$ cat config.mk
export PLATFORM = sky130hd
export DESIGN_NAME = rf_write_arbiter_flat
export DESIGN_NICKNAME = d
export VERILOG_FILES = /design/src/rtl/rf_write_arbiter_pkg.sv /design/src/rtl/rf_write_arbiter_if.sv /design/src/rtl/rf_write_arbiter_rr_pick.sv /design/src/rtl/rf_write_arbiter.sv /design/src/flat_wrapper.sv
export SDC_FILE = /design/constraint.sdc
export NUM_CORES = 1
export LEC_CHECK = 0
export CAP_MARGIN = 0
export CELL_PAD_IN_SITES_DETAIL_PLACEMENT = 1
export CELL_PAD_IN_SITES_GLOBAL_PLACEMENT = 1
export CORE_MARGIN = 2
export CORE_UTILIZATION = 29
export CTS_CLUSTER_DIAMETER = 120
export DETAILED_ROUTE_END_ITERATION = 16
export PLACE_DENSITY = 0.89
export SLEW_MARGIN = 15
export SYNTH_ARGS = -nofsm -noshare
export SYNTH_HDL_FRONTEND = slang
export SYNTH_SLANG_ARGS = --single-unit
$ cat constraint.sdc
create_clock -name CLK -period 2.7 [get_ports CLK]
set_input_delay 0.405 -clock CLK [delete_from_list [all_inputs] [get_ports CLK]]
set_output_delay 0.405 -clock CLK [all_outputs]
set_load 0.1 [all_outputs]
$ cat src/rtl/rf_write_arbiter_pkg.sv
// ---------------------------------------------------------------------------
// rf_pkg
// Shared definitions for the register-file write arbiter slice:
//   RF_AW / RF_DW / RF_DEPTH : register file geometry
//   arb_state_t              : arbiter state (ARB = free round-robin,
//                              LOCKED = port reserved for one owner)
//   idx_w()                  : width of an index into n requesters (min 1)
// Configuration macro used by this slice: RF_WR_BYPASS_EN (see top).
// ---------------------------------------------------------------------------
package rf_pkg;

    localparam int RF_AW    = 5;
    localparam int RF_DW    = 32;
    localparam int RF_DEPTH = 32;

    typedef enum logic {
        ARB    = 1'b0,
        LOCKED = 1'b1
    } arb_state_t;

    // A single requester still needs a 1-bit index so vectors stay legal.
    function automatic int idx_w(input int n);
        return (n > 1) ? $clog2(n) : 1;
    endfunction

endpackage

$ cat src/rtl/rf_write_arbiter_if.sv
// ---------------------------------------------------------------------------
// rf_write_arbiter_if
// Bundles the requester handshake and the register-file write port.
//   REQ_VALID/REQ_LOCK  per-requester request and lock-after-this-beat
//   REQ_ADDR/REQ_DATA   packed per-requester address/data (slice i = [W*i +: W])
//   REQ_READY           one-hot (or zero) acceptance
//   WE3/RA3/WD3         registered register-file write port
//   OWNER/LOCKED        current lock owner and lock state
// Modports: master = writeback sources side, slave = arbiter side.
// ---------------------------------------------------------------------------
interface rf_write_arbiter_if #(
    parameter int NREQ = 2,
    parameter int AW   = rf_pkg::RF_AW,
    parameter int DW   = rf_pkg::RF_DW
);
    localparam int OW = rf_pkg::idx_w(NREQ);

    logic [NREQ-1:0]    REQ_VALID;
    logic [NREQ-1:0]    REQ_LOCK;
    logic [AW*NREQ-1:0] REQ_ADDR;
    logic [DW*NREQ-1:0] REQ_DATA;
    logic [NREQ-1:0]    REQ_READY;
    logic               WE3;
    logic [AW-1:0]      RA3;
    logic [DW-1:0]      WD3;
    logic [OW-1:0]      OWNER;
    logic               LOCKED;

    modport master (
        output REQ_VALID, REQ_LOCK, REQ_ADDR, REQ_DATA,
        input  REQ_READY, WE3, RA3, WD3, OWNER, LOCKED
    );

    modport slave (
        input  REQ_VALID, REQ_LOCK, REQ_ADDR, REQ_DATA,
        output REQ_READY, WE3, RA3, WD3, OWNER, LOCKED
    );

endinterface

$ cat src/rtl/rf_write_arbiter_rr_pick.sv
// ---------------------------------------------------------------------------
// rf_rr_pick
// Combinational round-robin picker: selects the first set bit of i_valid
// searching i_ptr, i_ptr+1, ... modulo NREQ.
//   i_valid : candidate vector
//   i_ptr   : highest-priority index this cycle
//   o_grant : one-hot grant (zero when nothing is valid)
//   o_idx   : index of the granted bit
//   o_any   : at least one candidate was valid
// ---------------------------------------------------------------------------
module rf_rr_pick
    import rf_pkg::*;
#(
    parameter int NREQ = 2
) (
    input  logic [NREQ-1:0]         i_valid,
    input  logic [idx_w(NREQ)-1:0]  i_ptr,
    output logic [NREQ-1:0]         o_grant,
    output logic [idx_w(NREQ)-1:0]  o_idx,
    output logic                    o_any
);
    localparam int IW = idx_w(NREQ);

    // Walk the offsets from farthest to nearest so the nearest valid
    // requester to the pointer overwrites any earlier match.
    always_comb begin
        logic [IW-1:0] j;
        j       = '0;
        o_grant = '0;
        o_idx   = '0;
        o_any   = 1'b0;
        for (int k = NREQ - 1; k >= 0; k--) begin
            j = IW'((int'(i_ptr) + k) % NREQ);
            if (i_valid[j]) begin
                o_grant    = '0;
                o_grant[j] = 1'b1;
                o_idx      = j;
                o_any      = 1'b1;
            end
        end
    end

endmodule

$ cat src/rtl/rf_write_arbiter.sv
// ---------------------------------------------------------------------------
// rf_write_arbiter
// Shares the register file's single write port between NREQ writeback
// sources using round-robin grants with an optional multi-beat lock.
// Accepted beats are registered onto WE3/RA3/WD3 one CLK edge later.
//   CLK, RST_N : clock (rising edge), asynchronous active-low reset
//   STALL      : global hold, no grants while high
//   bus        : rf_write_arbiter_if.slave (requests, ready, write port,
//                OWNER, LOCKED)
// Optional feature, macro RF_WR_BYPASS_EN:
//   BYP_RA in, BYP_HIT/BYP_DATA out -- combinational forward of the write
//   that commits at the next edge.
// ---------------------------------------------------------------------------
module rf_write_arbiter
    import rf_pkg::*;
#(
    parameter int NREQ = 2,
    parameter int AW   = RF_AW,
    parameter int DW   = RF_DW
) (
    input  logic                CLK,
    input  logic                RST_N,
    input  logic                STALL,
`ifdef RF_WR_BYPASS_EN
    input  logic [AW-1:0]       BYP_RA,
    output logic                BYP_HIT,
    output logic [DW-1:0]       BYP_DATA,
`endif
    rf_write_arbiter_if.slave   bus
);
    localparam int IW = idx_w(NREQ);

    arb_state_t       r_state;
    logic [IW-1:0]    r_ptr;
    logic [IW-1:0]    r_owner;
    logic             r_we;
    logic [AW-1:0]    r_ra;
    logic [DW-1:0]    r_wd;

    logic [NREQ-1:0]  w_eligible;
    logic [NREQ-1:0]  w_grant;
    logic [NREQ-1:0]  w_ready;
    logic [IW-1:0]    w_idx;
    logic [IW-1:0]    w_ptr_next;
    logic             w_any;
    logic             w_accept;
    logic             w_lock;
    logic [AW-1:0]    w_addr;
    logic [DW-1:0]    w_data;

    // While locked only the owner may compete; everyone else is masked.
    always_comb begin
        w_eligible = bus.REQ_VALID;
        if (r_state == LOCKED) begin
            w_eligible          = '0;
            w_eligible[r_owner] = bus.REQ_VALID[r_owner];
        end
    end

    rf_rr_pick #(.NREQ(NREQ)) u_pick (
        .i_valid (w_eligible),
        .i_ptr   (r_ptr),
        .o_grant (w_grant),
        .o_idx   (w_idx),
        .o_any   (w_any)
    );

    // Reset gating keeps READY low during the asynchronous reset window.
    assign w_ready  = (RST_N && !STALL && w_any) ? w_grant : '0;
    assign w_accept = |w_ready;

    always_comb begin
        w_addr = '0;
        w_data = '0;
        w_lock = 1'b0;
        for (int i = 0; i < NREQ; i++) begin
            if (w_idx == IW'(i)) begin
                w_addr = bus.REQ_ADDR[AW*i +: AW];
                w_data = bus.REQ_DATA[DW*i +: DW];
                w_lock = bus.REQ_LOCK[i];
            end
        end
    end

    assign w_ptr_next = (int'(w_idx) == NREQ - 1) ? '0 : w_idx + 1'b1;

    // Arbiter FSM and write stage. A beat to address 0 is consumed but
    // treated as no write at all, so RA3/WD3 keep the last real write.
    always_ff @(posedge CLK or negedge RST_N) begin
        if (!RST_N) begin
            r_state <= ARB;
            r_ptr   <= '0;
            r_owner <= '0;
            r_we    <= 1'b0;
            r_ra    <= '0;
            r_wd    <= '0;
        end else begin
            r_we <= 1'b0;
            if (w_accept) begin
                r_ptr <= w_ptr_next;
                if (w_addr != '0) begin
                    r_we <= 1'b1;
                    r_ra <= w_addr;
                    r_wd <= w_data;
                end
                case (r_state)
                    ARB: begin
                        if (w_lock) begin
                            r_state <= LOCKED;
                            r_owner <= w_idx;
                        end
                    end
                    LOCKED: begin
                        if (!w_lock) begin
                            r_state <= ARB;
                        end
                    end
                    default: r_state <= ARB;
                endcase
            end
        end
    end

    assign bus.REQ_READY = w_ready;
    assign bus.WE3       = r_we;
    assign bus.RA3       = r_ra;
    assign bus.WD3       = r_wd;
    assign bus.OWNER     = r_owner;
    assign bus.LOCKED    = (r_state == LOCKED);

`ifdef RF_WR_BYPASS_EN
    assign BYP_HIT  = r_we && (r_ra == BYP_RA) && (BYP_RA != '0);
    assign BYP_DATA = r_wd;
`endif

endmodule

$ cat src/flat_wrapper.sv
// flat-port wrapper written by rule: the top's interface ports become plain ports
module rf_write_arbiter_flat import rf_pkg::*;
#(
    parameter int NREQ = 2,
    parameter int AW   = RF_AW,
    parameter int DW   = RF_DW
)
  (CLK, RST_N, STALL, bus_REQ_VALID, bus_REQ_LOCK, bus_REQ_ADDR, bus_REQ_DATA, bus_REQ_READY, bus_WE3, bus_RA3, bus_WD3, bus_OWNER, bus_LOCKED);
  rf_write_arbiter_if #(.NREQ(NREQ), .AW(AW), .DW(DW)) bus_i ();
  input  logic CLK;
  input  logic RST_N;
  input  logic STALL;
  input wire logic [$bits(bus_i.REQ_VALID)-1:0] bus_REQ_VALID;
  input wire logic [$bits(bus_i.REQ_LOCK)-1:0] bus_REQ_LOCK;
  input wire logic [$bits(bus_i.REQ_ADDR)-1:0] bus_REQ_ADDR;
  input wire logic [$bits(bus_i.REQ_DATA)-1:0] bus_REQ_DATA;
  output wire logic [$bits(bus_i.REQ_READY)-1:0] bus_REQ_READY;
  output wire logic [$bits(bus_i.WE3)-1:0] bus_WE3;
  output wire logic [$bits(bus_i.RA3)-1:0] bus_RA3;
  output wire logic [$bits(bus_i.WD3)-1:0] bus_WD3;
  output wire logic [$bits(bus_i.OWNER)-1:0] bus_OWNER;
  output wire logic [$bits(bus_i.LOCKED)-1:0] bus_LOCKED;
  assign bus_i.REQ_VALID = bus_REQ_VALID;
  assign bus_i.REQ_LOCK = bus_REQ_LOCK;
  assign bus_i.REQ_ADDR = bus_REQ_ADDR;
  assign bus_i.REQ_DATA = bus_REQ_DATA;
  assign bus_REQ_READY = bus_i.REQ_READY;
  assign bus_WE3 = bus_i.WE3;
  assign bus_RA3 = bus_i.RA3;
  assign bus_WD3 = bus_i.WD3;
  assign bus_OWNER = bus_i.OWNER;
  assign bus_LOCKED = bus_i.LOCKED;
  rf_write_arbiter #(.NREQ(NREQ), .AW(AW), .DW(DW)) u_core (.CLK(CLK), .RST_N(RST_N), .STALL(STALL), .bus(bus_i));
endmodule
==> out/results.txt <==
Status -> completed
Die span in y -> 89.8 um
Vias in the first global route -> 2,075
Area delta synth->final -> 63.2%
Seq cells post-synth -> 41
Leak -> 1.43 nW
Most area-hungry cell type in the Yosys netlist -> dfrtp_1
Root Driver -> clkbuf_8
Vias/cell -> 4.62
Crit path to -> bus_REQ_READY[1]
RR Endpoint -> u_core.bus.WD3[18]
First-pass GRT wire length -> 10,600 um
CP arrival -> 2.19 ns
Drt drc -> 0
Yosys warning count -> 0
Remaining Overflow, GRT -> 0
Initial DRC Count -> 23
Worst-case clock skew -> 0.00678 ns
Fin. Hold Viols -> 0
Fill cells -> 783
Worst setup SP type -> primary input
Post-Syn Area per Cell -> 13.4 sq um
TNS Setup -> 0 ns
Max incr delay on CP -> 0.46 ns
Min cycle time layout -> 2.59 ns
Core area -> 7180 sq um
Post-CTS Resized -> 0
Largest net degree at the start of global routing -> 42
Cell depth of the worst flop-to-flop path -> 5
Highest fanout seen on the critical path -> 38
Port-buffer cells -> 122
Ports -> 123
Max-cap violation count -> 0
Hold_buf cts -> 0
RSZ-0062 raised after global routing -> no
R2R Setup Slk -> 0.47 ns
Crit. Startpoint -> bus_REQ_VALID[0]
Crit path kind -> primary input to output port
Placed Instance Area -> 3410 sq um
H-tree depth -> 2
Syn nets -> 240
CP required -> 2.30 ns
Area of the mapped netlist -> 2140 sq um
Post-layout instance area -> 3490 sq um
Most crowded layer after global routing -> met2
Met1 Usage GRT -> 0.189
Final WL -> 6260 um
R2R Path Start -> u_core.bus.LOCKED
Slowest stage cell, crit path -> buf_4
Area occupied by multi-input gates -> 1050 sq um
GPL Wtd Cong -> 0.719
Largest cells by area after synthesis -> dfrtp_1 48%, mux2_2 34%, mux2i_1 1.9%
Synth top area share -> 0.480
Rel. slew slack -> 0.579
Site Rows -> 31
Final setup fails -> 0
Gate count of the mapped netlist -> 159
Initial antenna violation count -> 0
Slew of the pin with the lowest slew margin -> 0.624 ns
Die area -> 8070 sq um
CP Capture Type -> output port
Clock latency on the worst-skew pair -> 0.28 ns
NumNets Final -> 367
Seq. cell area -> 1030 sq um
Clock buffer depth -> 2
CTS buffer count -> 5
Setup bufs post-CTS -> 0
Die Wd -> 89.8 um
Gr usage total -> 0.162
Tcrit/Tclk final -> 0.961
Worst hold-check path type -> primary input to asynchronous set/reset pin
Routed len/inst -> 16.3 um
Final HPWL DP -> 4840 um
Total number of vias -> 1,775
Met2 usage -> 0.291
Clock slew at reported path FFs -> 0.07 ns
Critical-path cell list -> clkdlybuf4s50_1, or3b_4, and3_4, buf_4, and2_4, buf_12
CTS tree -> yes
Pwr dens -> 991 nW/um^2
Antenna diode count -> 0
Cell variety after synth -> 28
Starting density of the core -> 0.298
Sequential-to-total area share from yosys stat -> 0.480
TritonRoute pass-1 iters -> 4
Maximum vdd drop -> 0.420 mV
Layout cells sized above 1 -> 0.449
Post-route ant nets -> 0
Grt met3 use -> 0.0495
Max Clk Rate -> 386 MHz
Max Slew Vio Count -> 0
CTS Sinks -> 41
[registers in the layout (all words and copies together), names as in the netlist]
name	flops
u_core.bus.LOCKED	1
u_core.bus.OWNER	1
u_core.bus.RA3	5
u_core.bus.WD3	32
u_core.bus.WE3	1
u_core.r_ptr	1
[through the flow]
step / total power [mW] / setup slack (ns) / cells / utilization / hold WS, ns
after floorplan: 2.56 / 0.0242 / 159 / - / 0.109
after global placement: 3.07 / 0.120 / 378 / 0.476 / 0.471
after detailed placement: 3.12 / 0.0500 / 378 / 0.476 / 0.481
after CTS: 3.49 / 0.0898 / 384 / 0.486 / 0.243
after global routing: 3.60 / 0.0228 / 384 / 0.486 / 0.265
final: 3.46 / 0.107 / 384 / 0.486 / 0.235
[area by class of cell]
| cell class | instances | share of cell area |
|---|---|---|
| inverters | 4 | 0.00431 |
| clock buffers | 5 | 0.0197 |
| multi-input cells | 106 | 0.302 |
| flip-flops and latches | 41 | 0.295 |
| clock inverters | 1 | 0.00144 |
| well taps | 99 | 0.0355 |
| repair buffers | 128 | 0.342 |
[placed cells by master, fill, tap and decap left out, types with 2 or more instances in the layout]
cell | Yosys | routed
nor2_1 | 4 | 3
o21ai_0 | 4 | 4
buf_4 | 0 | 45
inv_1 | 4 | 4
mux2_1 | 3 | 3
dfrtp_2 | 0 | 2
a31oi_1 | 3 | 3
mux2i_1 | 4 | 4
buf_12 | 0 | 3
o2111ai_1 | 2 | 2
clkbuf_8 | 0 | 5
mux2_2 | 65 | 65
or4_1 | 2 | 2
nand3_1 | 2 | 2
a21oi_1 | 3 | 3
dfrtp_1 | 41 | 39
clkdlybuf4s50_1 | 0 | 79
o22ai_1 | 2 | 2
nor2b_1 | 2 | 2
[where the power goes]
group | switching (mW) | total [mW] | internal [mW]
registers | 0.105 | 0.899 | 0.794
clock network | 0.195 | 0.365 | 0.170
logic | 1.62 | 2.19 | 0.577
total | 1.91 | 3.46 | 1.54
[cells by family (layout without fill, tap and decap cells)]
group	Yosys count	count (layout)	synth area share
multiplexers	72	72	0.377
buffers and inverters	12	138	0.0322
AND/OR/NAND/NOR	17	17	0.0503
AO/OA/AOI/OAI	17	17	0.0603
flip-flops	41	41	0.480
[metal layers]
layer  vias to the layer above  part of all wire
met3                         8             0.069
met4                         0             0.011
met2                        69              0.52
li1                        837                 -
met1                       861              0.40
met5                         -                 0
[cells in the mapped netlist]
| library cell | instances |
|---|---|
| a2111oi_4 | 1 |
| a21oi_1 | 3 |
| a311oi_1 | 1 |
| a31oi_1 | 3 |
| and2_1 | 1 |
| and3_4 | 1 |
| buf_1 | 1 |
| buf_2 | 1 |
| buf_6 | 3 |
| clkbuf_1 | 3 |
| dfrtp_1 | 41 |
| inv_1 | 4 |
| mux2_1 | 3 |
| mux2_2 | 65 |
| mux2i_1 | 4 |
| nand2_1 | 1 |
| nand2b_1 | 1 |
| nand3_1 | 2 |
| nor2_1 | 4 |
| nor2b_1 | 2 |
| nor4bb_1 | 1 |
| o2111ai_1 | 2 |
| o21ai_0 | 4 |
| o22ai_1 | 2 |
| o41ai_1 | 1 |
| or2_2 | 1 |
| or3b_4 | 1 |
| or4_1 | 2 |
[worst max-delay path, delay by kind of cell]
family / cells / cell delay (ns)
buf+inv: 3 / 1.05
simple gates: 3 / 0.72
[worst min path at each step]
stage / start / endpoint / slack [ns] / depth (start not counted)
after floorplan: RST_N / u_core.bus.LOCKED / 0.11 / 0
after global placement: u_core.bus.WD3[1] / u_core.bus.WD3[1] / 0.47 / 1
after detailed placement: u_core.bus.WD3[8] / u_core.bus.WD3[8] / 0.48 / 1
after CTS: RST_N / u_core.bus.WD3[18] / 0.24 / 2
after global routing: RST_N / u_core.bus.WD3[12] / 0.27 / 2
final: RST_N / u_core.bus.WD3[18] / 0.24 / 2
Note: power is estimated with default switching activity, not from simulation.
